<file path="config.mk">
export PLATFORM = sky130hd
export DESIGN_NAME = pux_si_seq
export DESIGN_NICKNAME = d
export VERILOG_FILES = /design/src/rtl/pux_si_seq.sv
export SDC_FILE = /design/constraint.sdc
export NUM_CORES = 1
export LEC_CHECK = 0
export ABC_AREA = 1
export ABC_CLOCK_PERIOD_IN_PS = 3550
export CORE_ASPECT_RATIO = 0.8
export CORE_MARGIN = 4
export CORE_UTILIZATION = 45
export DETAILED_ROUTE_END_ITERATION = 10
export PLACE_DENSITY = 0.81
export SLEW_MARGIN = 20
export SYNTH_ARGS = -nofsm -noshare
export SYNTH_HDL_FRONTEND = slang
export SYNTH_SLANG_ARGS = --single-unit
</file>
<file path="constraint.sdc">
create_clock -name axis_clk -period 3.55 [get_ports axis_clk]
set_input_delay 1.065 -clock axis_clk [delete_from_list [all_inputs] [get_ports axis_clk]]
set_output_delay 1.065 -clock axis_clk [all_outputs]
set_load 0.02 [all_outputs]
</file>
<file path="src/rtl/pux_si_seq.sv">
// Opcode sequencer: queues opcodes, fetches the operand words each one needs
// over AXI-Stream slaves, then reports a per-opcode status code.
module pux_si_seq #(
  parameter int OPCW    = 8,
  parameter int DATAW   = 16,
  parameter int STATUSW = 2,
  parameter int OPFIFOW = 3,
  parameter int NWORDS  = 4,
  parameter int WCNTW   = 3
) (
  input  logic               axis_clk,
  input  logic               axis_rstn,
  input  logic [OPCW-1:0]    axis_opcode_data,
  input  logic               axis_opcode_valid,
  output logic               axis_opcode_ready,
  input  logic [DATAW-1:0]   axis_abuff_data,
  input  logic               axis_abuff_valid,
  output logic               axis_abuff_ready,
  input  logic [DATAW-1:0]   axis_bbuff_data,
  input  logic               axis_bbuff_valid,
  output logic               axis_bbuff_ready,
  input  logic [DATAW-1:0]   axis_mbuff_data,
  input  logic               axis_mbuff_valid,
  output logic               axis_mbuff_ready,
  output logic [STATUSW-1:0] axis_status_data,
  output logic               axis_status_valid,
  input  logic               axis_status_ready,
  output logic               stream_request,
  output logic [OPFIFOW:0]   opc_level,
  output logic               busy,
  output logic [1:0]         dbg_state
);

  // Handshakes: a beat transfers on a rising edge where valid && ready; a
  // master holds valid and data until that edge, readies never wait on valid.

  typedef enum logic [1:0] {IDLE = 2'd0, LOAD = 2'd1, STATUS = 2'd2} state_t;

  localparam int DEPTH = 1 << OPFIFOW;
  localparam logic [OPCW-1:0]  OP_MUL   = OPCW'(8'h02);
  localparam logic [OPCW-1:0]  OP_MLOAD = OPCW'(8'h11);
  localparam logic [WCNTW-1:0] NW       = WCNTW'(NWORDS);

  state_t state, state_nxt;

  logic [OPCW-1:0]  opc_mem [DEPTH];
  logic [OPFIFOW:0] wptr, rptr;
  logic             full, empty, push, pop;
  logic [OPCW-1:0]  head, cur_op;
  logic             head_is_load;
  logic             need_ab, need_m;
  logic [WCNTW-1:0] cnt_a, cnt_b, cnt_m;
  logic             acc_a, acc_b, acc_m, all_done;
  logic             first_load;
  logic             unused_data;

  assign unused_data = ^{axis_abuff_data, axis_bbuff_data, axis_mbuff_data};

  function automatic logic [STATUSW-1:0] code_of(input logic [OPCW-1:0] op);
    if (op == OP_MUL)        return STATUSW'(2'b10);
    else if (op == OP_MLOAD) return STATUSW'(2'b01);
    else                     return STATUSW'(2'b00);
  endfunction

  // Opcode FIFO with one extra pointer bit to tell full from empty.
  assign empty = (wptr == rptr);
  assign full  = (wptr[OPFIFOW] != rptr[OPFIFOW]) &&
                 (wptr[OPFIFOW-1:0] == rptr[OPFIFOW-1:0]);
  assign axis_opcode_ready = !full;
  assign push      = axis_opcode_valid && !full;
  assign pop       = (state == IDLE) && !empty;
  assign opc_level = wptr - rptr;
  assign head      = opc_mem[rptr[OPFIFOW-1:0]];
  assign head_is_load = (head == OP_MUL) || (head == OP_MLOAD);

  always_ff @(posedge axis_clk) begin
    if (push) opc_mem[wptr[OPFIFOW-1:0]] <= axis_opcode_data;
  end

  always_ff @(posedge axis_clk) begin
    if (!axis_rstn) begin
      wptr <= '0;
      rptr <= '0;
    end else begin
      if (push) wptr <= wptr + 1'b1;
      if (pop)  rptr <= rptr + 1'b1;
    end
  end

  assign need_ab = (cur_op == OP_MUL);
  assign need_m  = (cur_op == OP_MUL) || (cur_op == OP_MLOAD);

  assign axis_abuff_ready = (state == LOAD) && need_ab && (cnt_a < NW);
  assign axis_bbuff_ready = (state == LOAD) && need_ab && (cnt_b < NW);
  assign axis_mbuff_ready = (state == LOAD) && need_m  && (cnt_m < NW);

  assign acc_a = axis_abuff_valid && axis_abuff_ready;
  assign acc_b = axis_bbuff_valid && axis_bbuff_ready;
  assign acc_m = axis_mbuff_valid && axis_mbuff_ready;

  // Completion looks at the registered counts, so STATUS follows one cycle
  // after the last word lands.
  assign all_done = (!need_ab || (cnt_a == NW && cnt_b == NW)) &&
                    (!need_m  || (cnt_m == NW));

  always_ff @(posedge axis_clk) begin
    if (!axis_rstn) begin
      state      <= IDLE;
      cur_op     <= '0;
      cnt_a      <= '0;
      cnt_b      <= '0;
      cnt_m      <= '0;
      first_load <= 1'b0;
    end else begin
      state      <= state_nxt;
      first_load <= pop && head_is_load;
      if (pop) cur_op <= head;
      if (pop && head_is_load) begin
        cnt_a <= '0;
        cnt_b <= '0;
        cnt_m <= '0;
      end else begin
        if (acc_a) cnt_a <= cnt_a + 1'b1;
        if (acc_b) cnt_b <= cnt_b + 1'b1;
        if (acc_m) cnt_m <= cnt_m + 1'b1;
      end
    end
  end

  always_comb begin
    state_nxt = state;
    case (state)
      IDLE:    if (!empty) state_nxt = head_is_load ? LOAD : STATUS;
      LOAD:    if (all_done) state_nxt = STATUS;
      STATUS:  if (axis_status_ready) state_nxt = IDLE;
      default: state_nxt = IDLE;
    endcase
  end

  assign stream_request    = first_load;
  assign axis_status_valid = (state == STATUS);
  assign axis_status_data  = (state == STATUS) ? code_of(cur_op) : '0;
  assign busy              = (state != IDLE);
  assign dbg_state         = state;

endmodule

</file>
**Yosys cells after proc, flatten, opt, wreduce, memory -nomap -nowiden**

Memories as Yosys holds them, arrays and structs flattened. A register that Yosys moved wholly into a read port is not among the register bits.
Cells that the tools add are included.

- $add $sub $neg: 6
- Multiply operators: 0
- Divide/modulo/power cells: 0
- Order comparisons: 3
- Equality and inequality tests: 15
- Shift operators: 0
- Muxes and demuxes: 12
- Bitwise logic cells: 1
- Reductions and logical operators: 26

Operators by type and width:

| cell | number |
|---|---|
| 8-bit by 2-bit == test with 1-bit output (second input constant) | 2 |
| 8-bit by 5-bit == test with 1-bit output (second input constant) | 2 |
| 1-bit logical AND | 14 |
| 2-bit 2-to-1 mux | 6 |
| 3-bit by 1-bit adder with 3-bit output (second input constant) | 3 |
| 3-bit == test (second input constant) | 3 |
| 3-bit less-than comparator (second input constant) | 3 |
| 4-bit by 1-bit adder with 4-bit output (second input constant) | 2 |
| 3-bit 2-to-1 mux | 2 |
| 2-bit case mux with 3 select lines | 1 |
| 4-bit == test | 1 |
| 1-bit logical NOT | 4 |
| 1-bit logical OR | 4 |
| 2-bit inequality test (second input constant) | 2 |
| 4-bit subtractor | 1 |
| 3-bit == test | 1 |
| 1-bit 2-to-1 mux | 3 |
| 3-bit AND reduction | 1 |
| 2-bit by 1-bit == test with 1-bit output (second input constant) | 1 |
| 2-bit == test (second input constant) | 1 |
| 2-bit logical NOT | 1 |
| 2-bit by 1-bit inequality test with 1-bit output (second input constant) | 1 |
| 2-bit nonzero test | 1 |
| 2-bit OR reduction | 1 |
| 2 further kinds | 2 |

- Bits in registers: 28
- Latch bits: 0
- Memory bits (writable): 64
- Memory bits (read-only): 0
- Output and inout bits: 15
- Logic and storage cells: 72
- Memories kept: 1

Memory list:

| name | depth | bits a word | rd ports | clocked after Yosys merged registers in | wr ports | line | RTL |
|---|---|---|---|---|---|---|---|
| opc_mem | 8 | 8 | 1 | 1 | 1 | 46 | `logic [OPCW-1:0] opc_mem [DEPTH];` |

**Logic depth before layout (Yosys ltp)**

- Word-level depth: 7
- Depth in mapped cells: 14

**Least setup slack after synthesis**

Ideal clock, no wire load.

- Path kind: flip-flop to output port
- Start: reg wptr[0]
- End: out opc_level[2]
- Arrival: 1.393 ns
- Slack: 1.092 ns
- Stages on the path, launching flop included: 5
- Cells stage by stage: dfxtp_1 > inv_1 > ha_1 > fa_1 > xnor2_1

- Longest elaborated chain between the ends: 1

RTL lines:

| item | line | RTL |
|---|---|---|
| start, declared | 47 | `logic [OPFIFOW:0] wptr, rptr;` |
| start signal, assigned | 85 | `if (push) wptr <= wptr + 1'b1;` |
| 4-bit subtractor | 72 | `assign opc_level = wptr - rptr;` |
| end, declared | 29 | `output logic [OPFIFOW:0] opc_level,` |

Every way passes these cells.

**Worst setup path in the final report**

- Start: reg rptr[1]
- End: out opc_level[3]

- Longest elaborated chain between the ends: 1

RTL lines:

| item | line | RTL |
|---|---|---|
| start, declared | 47 |  |
| start signal, assigned | 86 | `if (pop) rptr <= rptr + 1'b1;` |
| 4-bit subtractor | 72 |  |

Every way passes these cells.

==> summary.md <==
| Metric | Value |
|---|---|
| Syn Nets | `approximately 550` |
| RSZ-0062 raised after global routing | `no` |
| Final Hold Slack | `about 0.48 ns` |
| Number of distinct library cells after synthesis | `36` |
| Prevailing post-synth register cell | `edfxtp_1` |
| Cts bufs inserted | `9` |
| P per Cell Area | `670 nW/um^2` |
| Crit start category | `flop` |
| CP required | `2.48 ns` |
| CTS tree | `yes` |
| Fin cells | `626` |
| Clk Latency, worst-skew pair | `between 0.3 and 0.4 ns` |
| Initial DRC count | `321` |
| Post-Route Setup TNS | `0 ns` |
| Residual DRC | `0` |
| PortBufs | `29` |
| Slowest cell on crit path | `clkdlybuf4s50_1` |
| Critical path buffers and inverters | `3` |
| Tmin final | `between 3 and 4 ns` |
| Post-CTS Repair Setup Buffers | `0` |
| Critical path depth | `6` |
| Num rows | `31` |
| Post-synthesis cell count | `around 470` |
| Initial cell density of the core | `roughly 47%` |
| Die W | `between 100 and 150 um` |
| Clk slew on worst S/H paths | `approximately 0.06 ns` |
| Post-DP HPWL | `6140 um` |
| Hold Path Depth | `1` |
| Core area | `about 9300 um^2` |
| Ant diodes | `0` |
| Routability Congestion | `0.867` |
| Top-area cell type share of the netlist area | `43.7%` |
| Most frequent cells after synthesis | `118 x nand2_1, 72 x inv_1, 64 x edfxtp_1` |
| Post-synth ARST share | `0%` |
| Leak pwr | `0.00217 uW` |
| Cts hold-fix bufs | `0` |
| Peak VDD IR | `just over 0.0005 V` |
| Nets | `roughly 580` |
| Clock Skews | `around 0.0037 ns` |
| Outcome | `complete, no violations` |
| Crit-path max FO | `4` |
| R2r worst-path depth | `11` |
| I/O Pins | `78` |
| Cell mode on critical path | `inv_1` |
| Placed cell count | `610` |
| PnR worst setup slack | `around 0.22 ns` |
| Synthesis Warnings | `0` |
| First drt pass iteration count | `5` |
| Post-Place Worst Slack | `0.565 ns` |
| Total Routing Usage GR | `between 15 and 20%` |
| FMAX | `about 0.3 GHz` |
| Post-synth top area cell | `edfxtp_1` |
| Fillers | `~760` |
| Count leader, synth | `nand2_1` |
| Mean Syn Cell Area | `roughly 9.3 um^2` |
| Final period util | `a little over nine tenths` |
| Die Y | `roughly 96 um` |
| Grt total ovfl | `0` |
| Setup crit end kind | `primary output` |
| Register area share after synthesis | `57.8%` |
| Htree depth | `3` |
| Worst path cell trace | `inv_1 > ha_1 > inv_1 > o31ai_1 > xor2_1 > clkdlybuf4s50_1` |
| Final WL | `~9000 um` |
| Max-cap violations | `0` |
| Mapped cell area | `4400 um^2` |
| Vias in the first global route | `between 3000 and 4000` |
| #FFs+latches synth | `95` |
| Slew at the pin closest to its max-slew limit | `between 0.9 and 1 ns` |
| CTS Buffer Depth | `2` |
| Setup-failing EPs final | `0` |
| Routed Antenna Nets | `0` |
| Largest cells by area after synthesis | `edfxtp_1 44%, dfxtp_1 14%, nand2_1 10%, inv_1 6.1%, nand3_1 5.1%` |
| DR vias | `around 3200` |
| Resize count post-CTS | `0` |
| Slew headroom | `37.2%` |
| CP top delay family | `buffers and inverters` |
| Fin. Hold Viols | `0` |
| Layout cells sized above 1 | `a little under a tenth` |
| Worst Path Class, Setup | `flop to primary output` |
| Design area | `just over 5000 um^2` |
| Pin count of the biggest net entering global routing | `31` |
| Routed len/inst | `14.4 um` |
| Area growth, synth to finish | `15.2%` |
| Total die area | `approximately 11000 um^2` |
| Via/cell ratio | `~5` |
| Critical path arrival | `between 2 and 2.5 ns` |
| Worst min path class | `flop to flop` |
| Initial antenna violation count | `0` |
| Max incr delay on CP | `0.62 ns` |
| Root Driver | `clkbuf_16` |
| TritonCTS Sinks | `95` |
| DP Area | `about 4800 um^2` |
| Max-slew violations | `0` |
| First-pass GRT wire length | `approximately 15000 um` |
| Post-synth EDFFs | `between 60 and 70` |
-- where the power goes --
| group | total [uW] | switching, uW | internal (uW) | leakage (uW) |
|---|---|---|---|---|
| sequential | 1410 | 129 | 1280 | 0.000835 |
| combinational | 1060 | 687 | 372 | 0.00120 |
| clock | 933 | 389 | 543 | 0.000144 |
| total | 3400 | 1200 | 2190 | 0.00217 |
-- metal layers --
layer	share of wire, %	global-route usage (%)
met3	5.3	3.55
met2	50	28.4
met5	0	0
met1	43	20.5
met4	1.7	7.04
-- path summary, 6_finish.rpt --
check	startpoint	endpoint	slack, ns
worst min-delay path	wptr[3]	wptr[3]	0.48
worst max register to register	flop	cnt_a[2]	1.14
worst max-delay path	rptr[1]	opc_level[3]	0.22
worst min register to register	wptr[3]	wptr[3]	0.48
-- per-stage QoR --
step | util, % | total power [uW]
6_report | 54.5 | 3400
5_1_grt | 54.5 | 3620
4_1_cts | 54.5 | 3410
3_5_place_dp | 51.4 | 2480
3_3_place_gp | 51.4 | 2430
2_1_floorplan | - | 2230
-- cell families (layout without fill, tap and decap cells) --
kind of cell               count (synthesis)  in the layout  share of synthesized area, %
and+or+nand+nor                          223            223                          22.5
DFF                                       95             95                          57.8
buffers and inverters                     92            131                          9.38
AOI/OAI and AO/OA                         42             42                          5.17
adders and majority gates                 12             12                          3.58
xor gates and xnor gates                   6              6                          1.19
muxes                                      2              2                         0.455
-- layout make-up --
type | count | area (um^2) | area share, %
Sequential cell | 95 | 2540 | 50.1
Timing Repair Buffer | 38 | 358 | 7.05
Tap cell | 115 | 144 | 2.84
Inverter | 77 | 292 | 5.75
Clock inverter | 6 | 61.3 | 1.21
Clock buffer | 10 | 229 | 4.51
Multi-Input combinational cell | 285 | 1450 | 28.5
-- registers in the layout, summed over array words and instances, names as in the netlist, named ones only --
signal	cells
cnt_a	3
cnt_b	3
cnt_m	3
cur_op	8
dbg_state	2
opc_mem	64
rptr	4
stream_request	1
wptr	4
-- cells in the final DEF, fill, tap and decap left out, drive strengths merged, types with 9 or more instances in the layout --
master         count
nand2            122
edfxtp            64
ha                11
dfxtp             31
buf                9
inv               77
clkdlybuf4s50     29
o21ai             18
clkbuf            10
nor2              46
a21oi             17
nand3             47
(Power assumes the default switching activity.)
